`config.mk`:
```
export PLATFORM = sky130hd
export DESIGN_NAME = uart_rx
export DESIGN_NICKNAME = d
export VERILOG_FILES = /design/src/rtl/uart_rx.sv
export SDC_FILE = /design/constraint.sdc
export NUM_CORES = 1
export LEC_CHECK = 0
export BUFFER_PORTS_ARGS = -buffer_cell sky130_fd_sc_hd__buf_2
export CAP_MARGIN = 30
export CORE_ASPECT_RATIO = 0.7
export CORE_MARGIN = 2
export CORE_UTILIZATION = 36
export CTS_BUF_LIST = sky130_fd_sc_hd__clkbuf_4 sky130_fd_sc_hd__clkbuf_8
export DETAILED_ROUTE_END_ITERATION = 12
export GPL_TIMING_DRIVEN = 1
export PLACE_DENSITY = 0.57
export SLEW_MARGIN = 20
export SYNTH_ARGS = -nofsm -noshare
export SYNTH_HDL_FRONTEND = slang
export SYNTH_SLANG_ARGS = --single-unit
```
`constraint.sdc`:
```
create_clock -name i_clk -period 3.1 [get_ports i_clk]
set_clock_uncertainty 0.1 [all_clocks]
set_input_delay 0.62 -clock i_clk [delete_from_list [all_inputs] [get_ports i_clk]]
set_output_delay 0.62 -clock i_clk [all_outputs]
set_load 0.005 [all_outputs]
```
`src/rtl/uart_rx.sv`:
```
// 16x-oversampled UART receiver: 1 start, DATA_BITS data (LSB first), 1 stop, no parity.
// Consumes the baud generator's one-cycle sampling strobe; reports each word with a done pulse.
module uart_rx #(
    parameter int DATA_BITS = 8,
    parameter int SB_TICK   = 16
) (
    input  logic                 i_clk,
    input  logic                 i_rst_n,
    input  logic                 i_s_tick,
    input  logic                 i_rx,
    output logic [DATA_BITS-1:0] o_dout,
    output logic                 o_rx_done_tick,
    output logic                 o_frame_err
);

    // s must also reach 15 inside data bits, so never narrower than 4 bits
    localparam int S_W = ($clog2(SB_TICK) > 4) ? $clog2(SB_TICK) : 4;
    localparam int N_W = ($clog2(DATA_BITS) > 1) ? $clog2(DATA_BITS) : 1;

    typedef enum logic [1:0] {IDLE, START, DATA, STOP} state_t;

    state_t               state, state_n;
    logic [S_W-1:0]       s, s_n;
    logic [N_W-1:0]       n, n_n;
    logic [DATA_BITS-1:0] sh, sh_n;
    logic [DATA_BITS-1:0] dout_n;
    logic                 err_n, done_n;
    logic                 rx_meta, rx_s;

    always_ff @(posedge i_clk or negedge i_rst_n) begin
        if (!i_rst_n) begin
            rx_meta <= 1'b1;
            rx_s    <= 1'b1;
        end else begin
            rx_meta <= i_rx;
            rx_s    <= rx_meta;
        end
    end

    always_ff @(posedge i_clk or negedge i_rst_n) begin
        if (!i_rst_n) begin
            state          <= IDLE;
            s              <= '0;
            n              <= '0;
            sh             <= '0;
            o_dout         <= '0;
            o_frame_err    <= 1'b0;
            o_rx_done_tick <= 1'b0;
        end else begin
            state          <= state_n;
            s              <= s_n;
            n              <= n_n;
            sh             <= sh_n;
            o_dout         <= dout_n;
            o_frame_err    <= err_n;
            o_rx_done_tick <= done_n;
        end
    end

    always_comb begin
        state_n = state;
        s_n     = s;
        n_n     = n;
        sh_n    = sh;
        dout_n  = o_dout;
        err_n   = o_frame_err;
        done_n  = 1'b0;
        case (state)
            IDLE: begin
                if (!rx_s) begin
                    state_n = START;
                    s_n     = '0;
                end
            end
            START: begin
                if (i_s_tick) begin
                    if (s == S_W'(7)) begin
                        // line back high at mid start bit: a glitch, not a frame
                        if (!rx_s) begin
                            state_n = DATA;
                            s_n     = '0;
                            n_n     = '0;
                        end else begin
                            state_n = IDLE;
                        end
                    end else begin
                        s_n = s + S_W'(1);
                    end
                end
            end
            DATA: begin
                if (i_s_tick) begin
                    if (s == S_W'(15)) begin
                        s_n  = '0;
                        sh_n = {rx_s, sh[DATA_BITS-1:1]};
                        if (n == N_W'(DATA_BITS - 1))
                            state_n = STOP;
                        else
                            n_n = n + N_W'(1);
                    end else begin
                        s_n = s + S_W'(1);
                    end
                end
            end
            STOP: begin
                if (i_s_tick) begin
                    if (s == S_W'(SB_TICK - 1)) begin
                        state_n = IDLE;
                        dout_n  = sh;
                        err_n   = ~rx_s;
                        done_n  = 1'b1;
                    end else begin
                        s_n = s + S_W'(1);
                    end
                end
            end
            default: state_n = IDLE;
        endcase
    end

endmodule
```
## Word-level counts from Yosys, hierarchy flattened

Index checks and enable logic that the tools add are counted.

| storage, ports and cells | value |
|---|---|
| register bits | 29 |
| bits in latches | 0 |
| RAM bits | 0 |
| memory bits (read-only) | 0 |
| bits of input ports | 4 |
| output and inout bits | 10 |
| logic and storage cells | 64 |
| memories | 0 |

| operators by class | value |
|---|---|
| add/sub/neg operators | 2 |
| $mul | 0 |
| div/mod/pow operators | 0 |
| magnitude comparators | 0 |
| equal/unequal tests | 17 |
| shift-type cells | 0 |
| multiplexer cells | 28 |
| bitwise gates (word level) | 1 |
| reductions and logical operators | 7 |

Operator list:

| kind | count |
|---|---|
| $mux 4 | 7 |
| $ne 2x2->1 const B | 11 |
| $mux 2 | 9 |
| $mux 3 | 6 |
| $pmux 4 s4 | 1 |
| $pmux 2 s4 | 1 |
| $reduce_and 8->1 | 1 |
| $reduce_and 7->1 | 1 |
| $pmux 3 s2 | 1 |
| $reduce_and 3->1 | 2 |
| $add 4x1->4 const B | 1 |
| $eq 2x2->1 const B | 2 |
| $eq 4x3->1 const B | 1 |
| $eq 4x4->1 const B | 1 |
| $reduce_and 4->1 | 1 |
| $add 3x1->3 const B | 1 |
| $eq 3x3->1 const B | 1 |
| $mux 1 | 3 |
| $eq 2x1->1 const B | 1 |
| $logic_not 2->1 | 1 |
| $reduce_bool 2->1 | 1 |
| $not 1->1 | 1 |

## Depth between registers and ports, before layout

Gate-level depths: netlist (run 1).

| depth | value |
|---|---|
| word-level depth | 5 |
| mapped depth | 5 |
| mapped depth without buffers | 5 |

## Least setup slack after synthesis (run 1)

No wires, ideal clock.

| timing path | value |
|---|---|
| path type | register -> register |
| start | register s[0] |
| end | register s[0] |
| setup time | 0.125 ns |
| arrival | 1.483 ns |
| data required time | 2.875 ns |
| setup slack | 1.393 ns |
| cell stages (with the launch flop) | 6 |
| path buffers | 0 |
| period minus slack after synthesis | 1.707 ns |
| path through | dfrtp_1 -> ha_1 -> nand2_4 -> o21ai_1 -> a311o_1 -> mux2_2 |

| on the way | value |
|---|---|
| longest elaborated chain between the ends | 4 |
| elaborated cells between the ends (all ways) | 13 |
| those cells by class | 1 x add/sub; 3 x eq/ne; 8 x mux; 1 x reduce/logical |

Ends and longest elaborated chain:

| item | RTL line | text |
|---|---|---|
| start: declaration | 23 | `logic [S_W-1:0] s, s_n;` |
| start signal: assignment | 51 | `s <= s_n;` |
| $add 4x1->4, or another cell as far along | 87, 101, 113 |  |
| $mux 4 (on tied branches) | 107, 77, 93 |  |
| $mux 4 (on tied branches) | 106, 76, 92 |  |
| $pmux 4 s4 | 68 | `case (state)` |

Parallel ways exist; a longest one is shown, timed or not. The select of a mux whose other input is x is not followed.
A chain may end at the register's enable or synchronous reset.

## Worst setup path in the final report (run 1)

| timing path | value |
|---|---|
| start | register s[0] |
| end | register o_dout[7] |

| on the way | value |
|---|---|
| longest elaborated chain between the ends | 2 |

Ends and longest elaborated chain:

| item | RTL line | text |
|---|---|---|
| $eq 4x4->1 | 107 | `if (s == S_W'(SB_TICK - 1)) begin` |
| $reduce_and 3->1 (no line) | - |  |
| end signal: assignment | 54 | `o_dout <= dout_n;` |
| end: declaration | 11 | `output logic [DATA_BITS-1:0] o_dout,` |

No other way between the ends.

==> flow_metrics.env, run 1 <==
export IMPL_cpMaxStageDelayCell="dfrtp_1"
export IMPL_synth_area_sq_um=1320
export IMPL_synth_commonest_cells="27 x dfrtp_1, 19 x mux2_2, 6 x nor2_1"
export IMPL_place_ws_ns=1.17
export IMPL_postCtsHoldBufs=0
export IMPL_relSlewSlack_pct=58.8
export IMPL_synth_seq_cells=29
export IMPL_drcViolationCount=0
export IMPL_cts_tree="done"
export IMPL_rows=18
export IMPL_finalSetupViolCount=0
export IMPL_fin_hold_ws_ns=0.252
export IMPL_fin_cells=163
export IMPL_synth_fa_ha_area_share_pct=2.84
export IMPL_cp_data_arrival_time_ns=1.97
export IMPL_cts_buffer_depth=2
export IMPL_syn2layout_area_growth_pct=18.8
export IMPL_clkSinkCount=29
export IMPL_initial_core_util_pct=37.6
export IMPL_grt_total_usage_pct=12.5
export IMPL_critPathLaunchType="flop"
export IMPL_post_cts_repair_setup_buffers=0
export IMPL_ys_seq_area_share_pct=55.1
export IMPL_n_antenna_cell=0
export IMPL_hp_class="input pin to asynchronous set/reset pin"
export IMPL_async_reset_ff_share_pct=100
export IMPL_power_density_nw_per_um2=770
export IMPL_clock_latency_ns=0.28
export IMPL_postRouteWirelength_um=2220
export IMPL_worstPathCellList="ha_1 -> nand4_2 -> nor2_4 -> mux2_2"
export IMPL_power_leakage_nw=0.761
export IMPL_dp_cells=155
export IMPL_vias_per_cell=5.06
export IMPL_end_kind="flop"
export IMPL_met1_usage_pct=16.7
export IMPL_synth_area_leaders="dfrtp_1 51%, mux2_2 16%, dfstp_2 4.0%"
export IMPL_met2_usage_pct=15.8
export IMPL_final_hold_violation_count=0
export IMPL_synth_compound_area_share_pct=8.71
export IMPL_die_h_um=54.7
export IMPL_clockRootBuffer="clkbuf_8"
export IMPL_vias=825
export IMPL_design_core_area_sq_um=3510
export IMPL_timing_final_crit_share_pct=61.4
export IMPL_synth_edf_count=0
export IMPL_cp_max_fo=10
export IMPL_cts_buffers=5
export IMPL_grt_max_degree=30
export IMPL_synth_cell_types=33
export IMPL_yosys_cell_count_top_type="dfrtp_1"
export IMPL_ctsResizeCount=0
export IMPL_grt_pass1_vias=726
export IMPL_gp_congestion=0.801
export IMPL_synthXorXnorAreaFrac_pct=0
export IMPL_synthSimpleGateAreaFrac_pct=13.8
export IMPL_status="complete, no violations"
export IMPL_clk_pin_slew_ns=0.06
export IMPL_path_class="flop to flop"
export IMPL_first_pass_iters=4
export IMPL_postSynthAreaPerCell_sq_um=14.1
export IMPL_cp_required_ns=3.16
export IMPL_regToRegSetupSlack_ns=1.20
export IMPL_yosys_mux_area_fraction_pct=17.7
export IMPL_grt_util_met3_pct=6.11
export IMPL_rr_worst_depth=4
export IMPL_io_pins=14
export IMPL_detailedRoute_firstIterationViolations=61
export IMPL_htree_num_levels=2
export IMPL_port_buffers=13
export IMPL_synth_top_area_cell="dfrtp_1"
export IMPL_grt_overflow_total=0
export IMPL_drv_slew=0
export IMPL_max_cap_violations=0
export IMPL_synth_nets=101
export IMPL_wl_per_cell_um=13.6
export IMPL_synth_top_cell_area_share_pct=51.1
export IMPL_ys_warn_count=0
export IMPL_period_needed_ns=1.90
export IMPL_antenna_found_initial=0
export IMPL_grt_busiest_layer="met1"
export IMPL_tns_ns=0
export IMPL_dp_hpwl_um=1530
export IMPL_die_area_sq_um=4180
export IMPL_rsz0062_at_grt="false"
export IMPL_synth_ff_type="dfrtp_1"
export IMPL_cpPeakStageDelay_ns=0.38
export IMPL_grt_pass1_wl_um=3740
export IMPL_layout_setup_ws_ns=1.20
export IMPL_peakVddDrop_v=0.000313
export IMPL_layout_nets=119
export IMPL_synth_cells=94
export IMPL_synth_top_family_by_area="multiplexers"
export IMPL_die_x_um=76.4
export IMPL_drtAntennaViolNets=0
export IMPL_worstMarginPinSlew_ns=0.619
export IMPL_fmax_mhz=526
export IMPL_drive_gt1_share_pct=44.2
final cells by class:
cell class | instances | area [sq um]
fillers | 327 | 1940
inverters | 3 | 11.3
well taps | 50 | 62.6
clock inverters | 3 | 65.1
flip-flops and latches | 29 | 728
clock buffers | 5 | 68.8
multi-input cells | 60 | 569
repair buffers | 13 | 65.1
cells in the final DEF, fill, tap and decap left out, drive strengths merged, types with 2 or more instances in the layout:
| master | n |
|---|---|
| ha | 3 |
| o2bb2ai | 2 |
| mux2 | 19 |
| nor4 | 2 |
| dfrtp | 27 |
| o21ai | 3 |
| nand4 | 2 |
| nor2 | 7 |
| bufinv | 2 |
| clkbuf | 5 |
| nand2 | 3 |
| buf | 13 |
| mux2i | 2 |
| nand3 | 2 |
| a22o | 3 |
| dfstp | 2 |
| inv | 3 |
power by group:
| group | internal (mW) | total [mW] | switching [mW] |
|---|---|---|---|
| logic | 0.109 | 0.229 | 0.120 |
| clock network | 0.319 | 0.461 | 0.142 |
| registers | 0.428 | 0.520 | 0.0918 |
| total | 0.855 | 1.21 | 0.354 |
worst paths after layout:
path	startpoint	to
max reg2reg	s[0]$_DFFE_PN0P_	o_dout[7]$_DFFE_PN0P_
min in group i_clk	rx_meta$_DFF_PN1_	rx_s$_DFF_PN1_
min	i_rst_n	s[1]$_DFFE_PN0P_
min reg2reg	rx_meta$_DFF_PN1_	rx_s$_DFF_PN1_
max in group asynchronous	i_rst_n	o_dout[4]$_DFFE_PN0P_
max	s[0]$_DFFE_PN0P_	o_dout[7]$_DFFE_PN0P_
per-layer routing:
metal / wire length [um] / part of all wire, %
met1: 1120 / 50
met2: 951 / 43
met3: 121 / 5.4
met4: 27 / 1.2
met5: 0 / 0
cell families (layout without fill, tap and decap cells):
logic type      after synthesis  in the layout
flops                        29             29
simple gates                 21             21
mux                          21             21
compound gates               15             15
fa+ha+maj                     3              3
buf+inv                       5             24
metrics by stage:
stage               power, mW  cell area [sq um]  utilization (%)
CTS                      1.22               1570             44.7
global placement        0.743               1440             40.9
finish                   1.21               1570             44.7
floorplan               0.703               1320                -
global route             1.29               1570             44.7
detailed placement      0.753               1440             40.9
critical path: cells and delay by family (launching register included):
kind | cells | cell delay, ns
AND/OR/NAND/NOR | 2 | 0.58
flip-flops | 1 | 0.38
multiplexers | 1 | 0.38
adder cells (fa/ha/maj) | 1 | 0.34
registers in the layout, summed over array words and instances (netlist names), 3 cells and up, named ones only:
register	cells
n	3
o_dout	8
s	4
sh	8
(Power assumes the default switching activity.)
==> inputs of run 2 (changes only) <==
Clock period 3.1 ns to 1.9 ns, I/O delays scaled along.
==> run 2 against run 1 <==
Final cell count is 3.1% higher. Flip-flop and latch count stayed put. Critical path depth is 1 higher. Die area stayed put. Highest routed layer unchanged. Register-to-register slack worse by 1.0 ns. Non-clock buffer count is 5 higher. Worst setup slack worse by 1.0 ns. Sequential share of layout area is 0.94 points lower. Total power is 48% higher. First-iteration DRC count is 4.9% higher. Largest power group unchanged. Cell area is 2.1% higher. Clock-buffer cell count is 2 higher.
==> flow_metrics.env, run 2 (same netlist as run 1, synthesis figures left out) <==
export IMPL_die_x_um=76.4
export IMPL_grt_max_degree=30
export IMPL_hp_class="input pin to asynchronous set/reset pin"
export IMPL_postCtsHoldBufs=0
export IMPL_peakVddDrop_v=0.000559
export IMPL_cts_buffers=5
export IMPL_htree_num_levels=2
export IMPL_dp_hpwl_um=1620
export IMPL_cts_tree="done"
export IMPL_layout_nets=124
export IMPL_die_h_um=54.7
export IMPL_gp_congestion=0.776
export IMPL_top_regs="o_dout x8, sh x8, s x4"
export IMPL_design_core_area_sq_um=3510
export IMPL_max_cap_violations=0
export IMPL_crit_start="s[0]$_DFFE_PN0P_"
export IMPL_vias=825
export IMPL_r2r_end="s[0]$_DFFE_PN0P_"
export IMPL_clk_pin_slew_ns=0.06
export IMPL_detailedRoute_firstIterationViolations=64
export IMPL_die_area_sq_um=4180
export IMPL_drtAntennaViolNets=0
export IMPL_rsz0062_at_grt="false"
export IMPL_worstMarginPinSlew_ns=0.658
export IMPL_clock_latency_ns=0.27
export IMPL_place_ws_ns=0.0764
export IMPL_regToRegSetupSlack_ns=0.15
export IMPL_grt_pass1_wl_um=4090
export IMPL_first_pass_iters=4
export IMPL_cts_buffer_depth=2
export IMPL_nFillCells=325
export IMPL_critPathLaunchType="flop"
export IMPL_wl_per_cell_um=14.2
export IMPL_finalSetupViolCount=0
export IMPL_rr_worst_depth=5
export IMPL_drcViolationCount=0
export IMPL_cp_data_arrival_time_ns=1.80
export IMPL_n_antenna_cell=0
export IMPL_rows=18
export IMPL_fin_hold_ws_ns=0.0358
export IMPL_drive_gt1_share_pct=47.5
export IMPL_drv_slew=0
export IMPL_layout_commonest_cell="dfrtp_1"
export IMPL_timing_final_crit_share_pct=92.0
export IMPL_clockRootBuffer="clkbuf_8"
export IMPL_path_delay_family="compound AO/OA/AOI/OAI gates"
export IMPL_relSlewSlack_pct=56.1
export IMPL_layout_setup_ws_ns=0.152
export IMPL_syn2layout_area_growth_pct=21.3
export IMPL_postRouteWirelength_um=2390
export IMPL_grt_pass1_vias=836
export IMPL_status="complete, no violations"
export IMPL_period_needed_ns=1.75
export IMPL_cp_depth=5
export IMPL_final_hold_violation_count=0
export IMPL_path_buf_inv=0
export IMPL_power_leakage_nw=0.776
export IMPL_path_class="flop to flop"
export IMPL_antenna_found_initial=0
export IMPL_grt_total_usage_pct=13.3
export IMPL_worstPathCellList="ha_2 -> nand2_4 -> o21ai_1 -> a311o_1 -> mux2_2"
export IMPL_tns_ns=0
export IMPL_io_pins=14
export IMPL_vias_per_cell=4.91
export IMPL_utilization_pct=45.6
export IMPL_grt_overflow_total=0
export IMPL_power_density_nw_per_um2=1120
export IMPL_fmax_mhz=572
export IMPL_most_common_layout_cells="27 x dfrtp_1, 19 x mux2_2, 13 x buf_2"
export IMPL_cpMaxStageDelayCell="a311o_1"
export IMPL_initial_core_util_pct=37.6
export IMPL_power_mw=1.79
export IMPL_cpPeakStageDelay_ns=0.41
export IMPL_r2r_start="s[0]$_DFFE_PN0P_"
export IMPL_port_buffers=13
export IMPL_clkSinkCount=29
export IMPL_end_kind="flop"
export IMPL_cp_max_fo=6
export IMPL_cp_required_ns=1.96
run 2: changes by cell type in the layout (fill, tap and decap cells not counted):
cell	previous run	this run
bufinv_16	2	0
buf_4	0	3
ha_2	0	1
ha_1	3	2
buf_12	0	2
clkbuf_8	5	7
run 2: where the power goes:
group	leakage (nW)	switching [mW]	internal [mW]	total [mW]
Combinational	0.334	0.201	0.198	0.399
Sequential	0.388	0.149	0.698	0.848
Clock	0.0542	0.215	0.326	0.542
Total	0.776	0.565	1.22	1.79
run 2: how the worst max path moves through the flow:
stage,endpoint,slack [ns]
2_1_floorplan,s[0]$_DFFE_PN0P_,0.19
3_3_place_gp,s[0]$_DFFE_PN0P_,0.12
3_5_place_dp,s[0]$_DFFE_PN0P_,0.08
4_1_cts,s[0]$_DFFE_PN0P_,0.06
5_1_grt,s[3]$_DFFE_PN0P_,0.04
6_report,s[0]$_DFFE_PN0P_,0.15
run 2: timing repair:
action                                  4_1_cts  5_1_grt
setup buffers                                 0        1
endpoints found under the setup margin        0        9
gates resized for setup                       0        1
run 2: per-stage QoR:
| stage | area [sq um] | instances |
|---|---|---|
| finish | 1600 | 168 |
| global route | 1600 | 168 |
| CTS | 1580 | 167 |
| detailed placement | 1480 | 159 |
| global placement | 1480 | 159 |
| floorplan | 1320 | 94 |
run 2: layout make-up:
type	count	area, sq um	area share (%)
clock inverter	1	5.00	0.312
tap	50	62.6	3.90
multi-input combinational	60	572	35.7
timing repair buffer	18	128	7.96
sequential	29	728	45.4
inverter	3	11.3	0.703
clock buffer	7	96.3	6.01
run 2: routing by layer:
layer	up-vias	routed length, um	global-route usage, %
li1	402	-	-
met1	407	1240	17.9
met2	11	1030	19.5
met3	5	72	3.96
met4	0	44	7.27
met5	-	0	0
==> inputs of run 3 (changes only) <==
Settings changed: BUFFER_PORTS_ARGS -buffer_cell sky130_fd_sc_hd__buf_2 to -buffer_cell sky130_fd_sc_hd__buf_4, CELL_PAD_IN_SITES_DETAIL_PLACEMENT from default to 1, CELL_PAD_IN_SITES_GLOBAL_PLACEMENT from default to 1, PLACE_DENSITY 0.57 to 0.66.
==> run 3 against run 2 <==
Critical path depth did not move. Maximum frequency fell by 3.6%. Sequential share of layout area fell by 0.97 points. Total power rose by 1.9%. Clock power rose by 2%. Clock-buffer cell count did not move. Flip-flop and latch count did not move. Worst hold slack improved by 0.076 ns. Cell area rose by 2.2%. Routed wire length rose by 8.2%. Final cell count rose by 1.2%. Largest cell class unchanged. Highest routed layer unchanged.
==> flow_metrics.env, run 3 (same netlist as run 1, synthesis figures left out) <==
export IMPL_worstPathCellList="ha_1 -> nand2_4 -> o21ai_1 -> a311o_1 -> mux2_2"
export IMPL_first_pass_iters=4
export IMPL_vias=871
export IMPL_final_hold_violation_count=0
export IMPL_rows=18
export IMPL_r2r_start="s[0]$_DFFE_PN0P_"
export IMPL_timing_final_crit_share_pct=95.4
export IMPL_clockRootBuffer="clkbuf_8"
export IMPL_most_common_layout_cells="27 x dfrtp_1, 19 x mux2_2, 18 x buf_4"
export IMPL_finalSetupViolCount=0
export IMPL_cp_depth=5
export IMPL_clk_pin_slew_ns=0.06
export IMPL_grt_max_degree=30
export IMPL_path_class="flop to flop"
export IMPL_regToRegSetupSlack_ns=0.09
export IMPL_detailedRoute_firstIterationViolations=44
export IMPL_fmax_mhz=552
export IMPL_path_delay_family="compound AO/OA/AOI/OAI gates"
export IMPL_fin_cells=170
export IMPL_wl_per_cell_um=15.2
export IMPL_design_core_area_sq_um=3510
export IMPL_clock_latency_ns=0.27
export IMPL_dp_hpwl_um=1840
export IMPL_cts_buffers=5
export IMPL_rr_worst_depth=5
export IMPL_n_antenna_cell=0
export IMPL_peakVddDrop_v=0.000479
export IMPL_cp_required_ns=1.96
export IMPL_drcViolationCount=0
export IMPL_path_buf_inv=0
export IMPL_postRouteWirelength_um=2580
export IMPL_grt_overflow_total=0
export IMPL_worstMarginPinSlew_ns=0.368
export IMPL_hold_end="rx_meta$_DFF_PN1_"
export IMPL_die_h_um=54.7
export IMPL_layout_commonest_cell="dfrtp_1"
export IMPL_gp_congestion=0.757
export IMPL_power_mw=1.82
export IMPL_top_regs="o_dout x8, sh x8, s x4"
export IMPL_power_leakage_nw=0.786
export IMPL_clkSinkCount=29
export IMPL_power_density_nw_per_um2=1110
export IMPL_rsz0062_at_grt="false"
export IMPL_end_kind="flop"
export IMPL_nFillCells=383
export IMPL_layout_nets=126
export IMPL_max_cap_violations=0
export IMPL_antenna_found_initial=0
export IMPL_grt_total_usage_pct=14.1
export IMPL_cp_max_fo=6
export IMPL_cp_data_arrival_time_ns=1.87
export IMPL_hp_class="input pin to flop"
export IMPL_grt_pass1_vias=884
export IMPL_cts_tree="done"
export IMPL_relSlewSlack_pct=75.5
export IMPL_cpMaxStageDelayCell="dfrtp_1"
export IMPL_die_x_um=76.4
export IMPL_dp_cells=160
export IMPL_vias_per_cell=5.12
export IMPL_holdPathStages=1
export IMPL_cpPeakStageDelay_ns=0.40
export IMPL_critPathLaunchType="flop"
export IMPL_drv_slew=0
export IMPL_tns_ns=0
export IMPL_port_buffers=13
export IMPL_drive_gt1_share_pct=46.7
export IMPL_syn2layout_area_growth_pct=24.0
export IMPL_drtAntennaViolNets=0
export IMPL_worstHoldStart="i_rx"
export IMPL_htree_num_levels=2
export IMPL_r2r_end="s[0]$_DFFE_PN0P_"
export IMPL_die_area_sq_um=4180
export IMPL_period_needed_ns=1.81
export IMPL_cts_buffer_depth=2
export IMPL_io_pins=14
export IMPL_initial_core_util_pct=37.6
export IMPL_grt_pass1_wl_um=4350
export IMPL_status="complete, no violations"
## run 3: layout make-up
type	instances	area [sq um]	share of cell area, %
tap	50	62.6	3.82
clock buffer	7	96.3	5.88
inverter	3	11.3	0.688
multi-input combinational	60	569	34.8
timing repair buffer	20	165	10.1
sequential	29	728	44.5
clock inverter	1	5.00	0.306
## run 3: where the power goes
part	total (mW)	internal, mW	switching [mW]
clock	0.551	0.327	0.224
combinational	0.451	0.213	0.238
sequential	0.821	0.699	0.122
## run 3: worst max-delay path by stage
stage | from | end | slack, ns
final | s[0]$_DFFE_PN0P_ | s[0]$_DFFE_PN0P_ | 0.09
after global placement | s[0]$_DFFE_PN0P_ | s[0]$_DFFE_PN0P_ | 0.12
after global routing | s[0]$_DFFE_PN0P_ | s[3]$_DFFE_PN0P_ | 0.003
after detailed placement | s[0]$_DFFE_PN0P_ | s[0]$_DFFE_PN0P_ | 0.09
after floorplan | s[0]$_DFFE_PN0P_ | s[0]$_DFFE_PN0P_ | 0.19
after CTS | s[0]$_DFFE_PN0P_ | s[0]$_DFFE_PN0P_ | 0.08
## run 3: through the flow
step | worst slack [ns] | instance area, sq um | utilization (%) | hold slack [ns]
after floorplan | 0.193 | 1320 | - | -0.0156
after global placement | 0.123 | 1510 | 42.9 | 0.218
after detailed placement | 0.0896 | 1510 | 42.9 | 0.225
after CTS | 0.0780 | 1620 | 46.0 | 0.102
after global routing | 0.00332 | 1640 | 46.6 | 0.0996
final | 0.0872 | 1640 | 46.6 | 0.112
## run 3: repair_timing
item,in CTS,in global routing
hold endpoints to repair,27,0
hold buffers,1,0
resized for setup,0,0
setup endpoints to repair,0,2
setup buffers,0,1
## run 3: per-layer routing
layer | GRT usage [%] | routed length (um) | up-vias | share of wire (%)
li1 | - | - | 404 | -
met1 | 18.9 | 1310 | 442 | 51
met2 | 21.2 | 1110 | 20 | 43
met3 | 4.13 | 116 | 5 | 4.5
met4 | 7.27 | 47 | 0 | 1.8
met5 | 0 | 0 | - | 0
## run 3: worst reg2reg max path, stage by stage, from the launching register on
cell and delay [ns]:
dfrtp_1 0.40, ha_1 0.31, nand2_4 0.16, o21ai_1 0.07
a311o_1 0.39, mux2_2 0.28
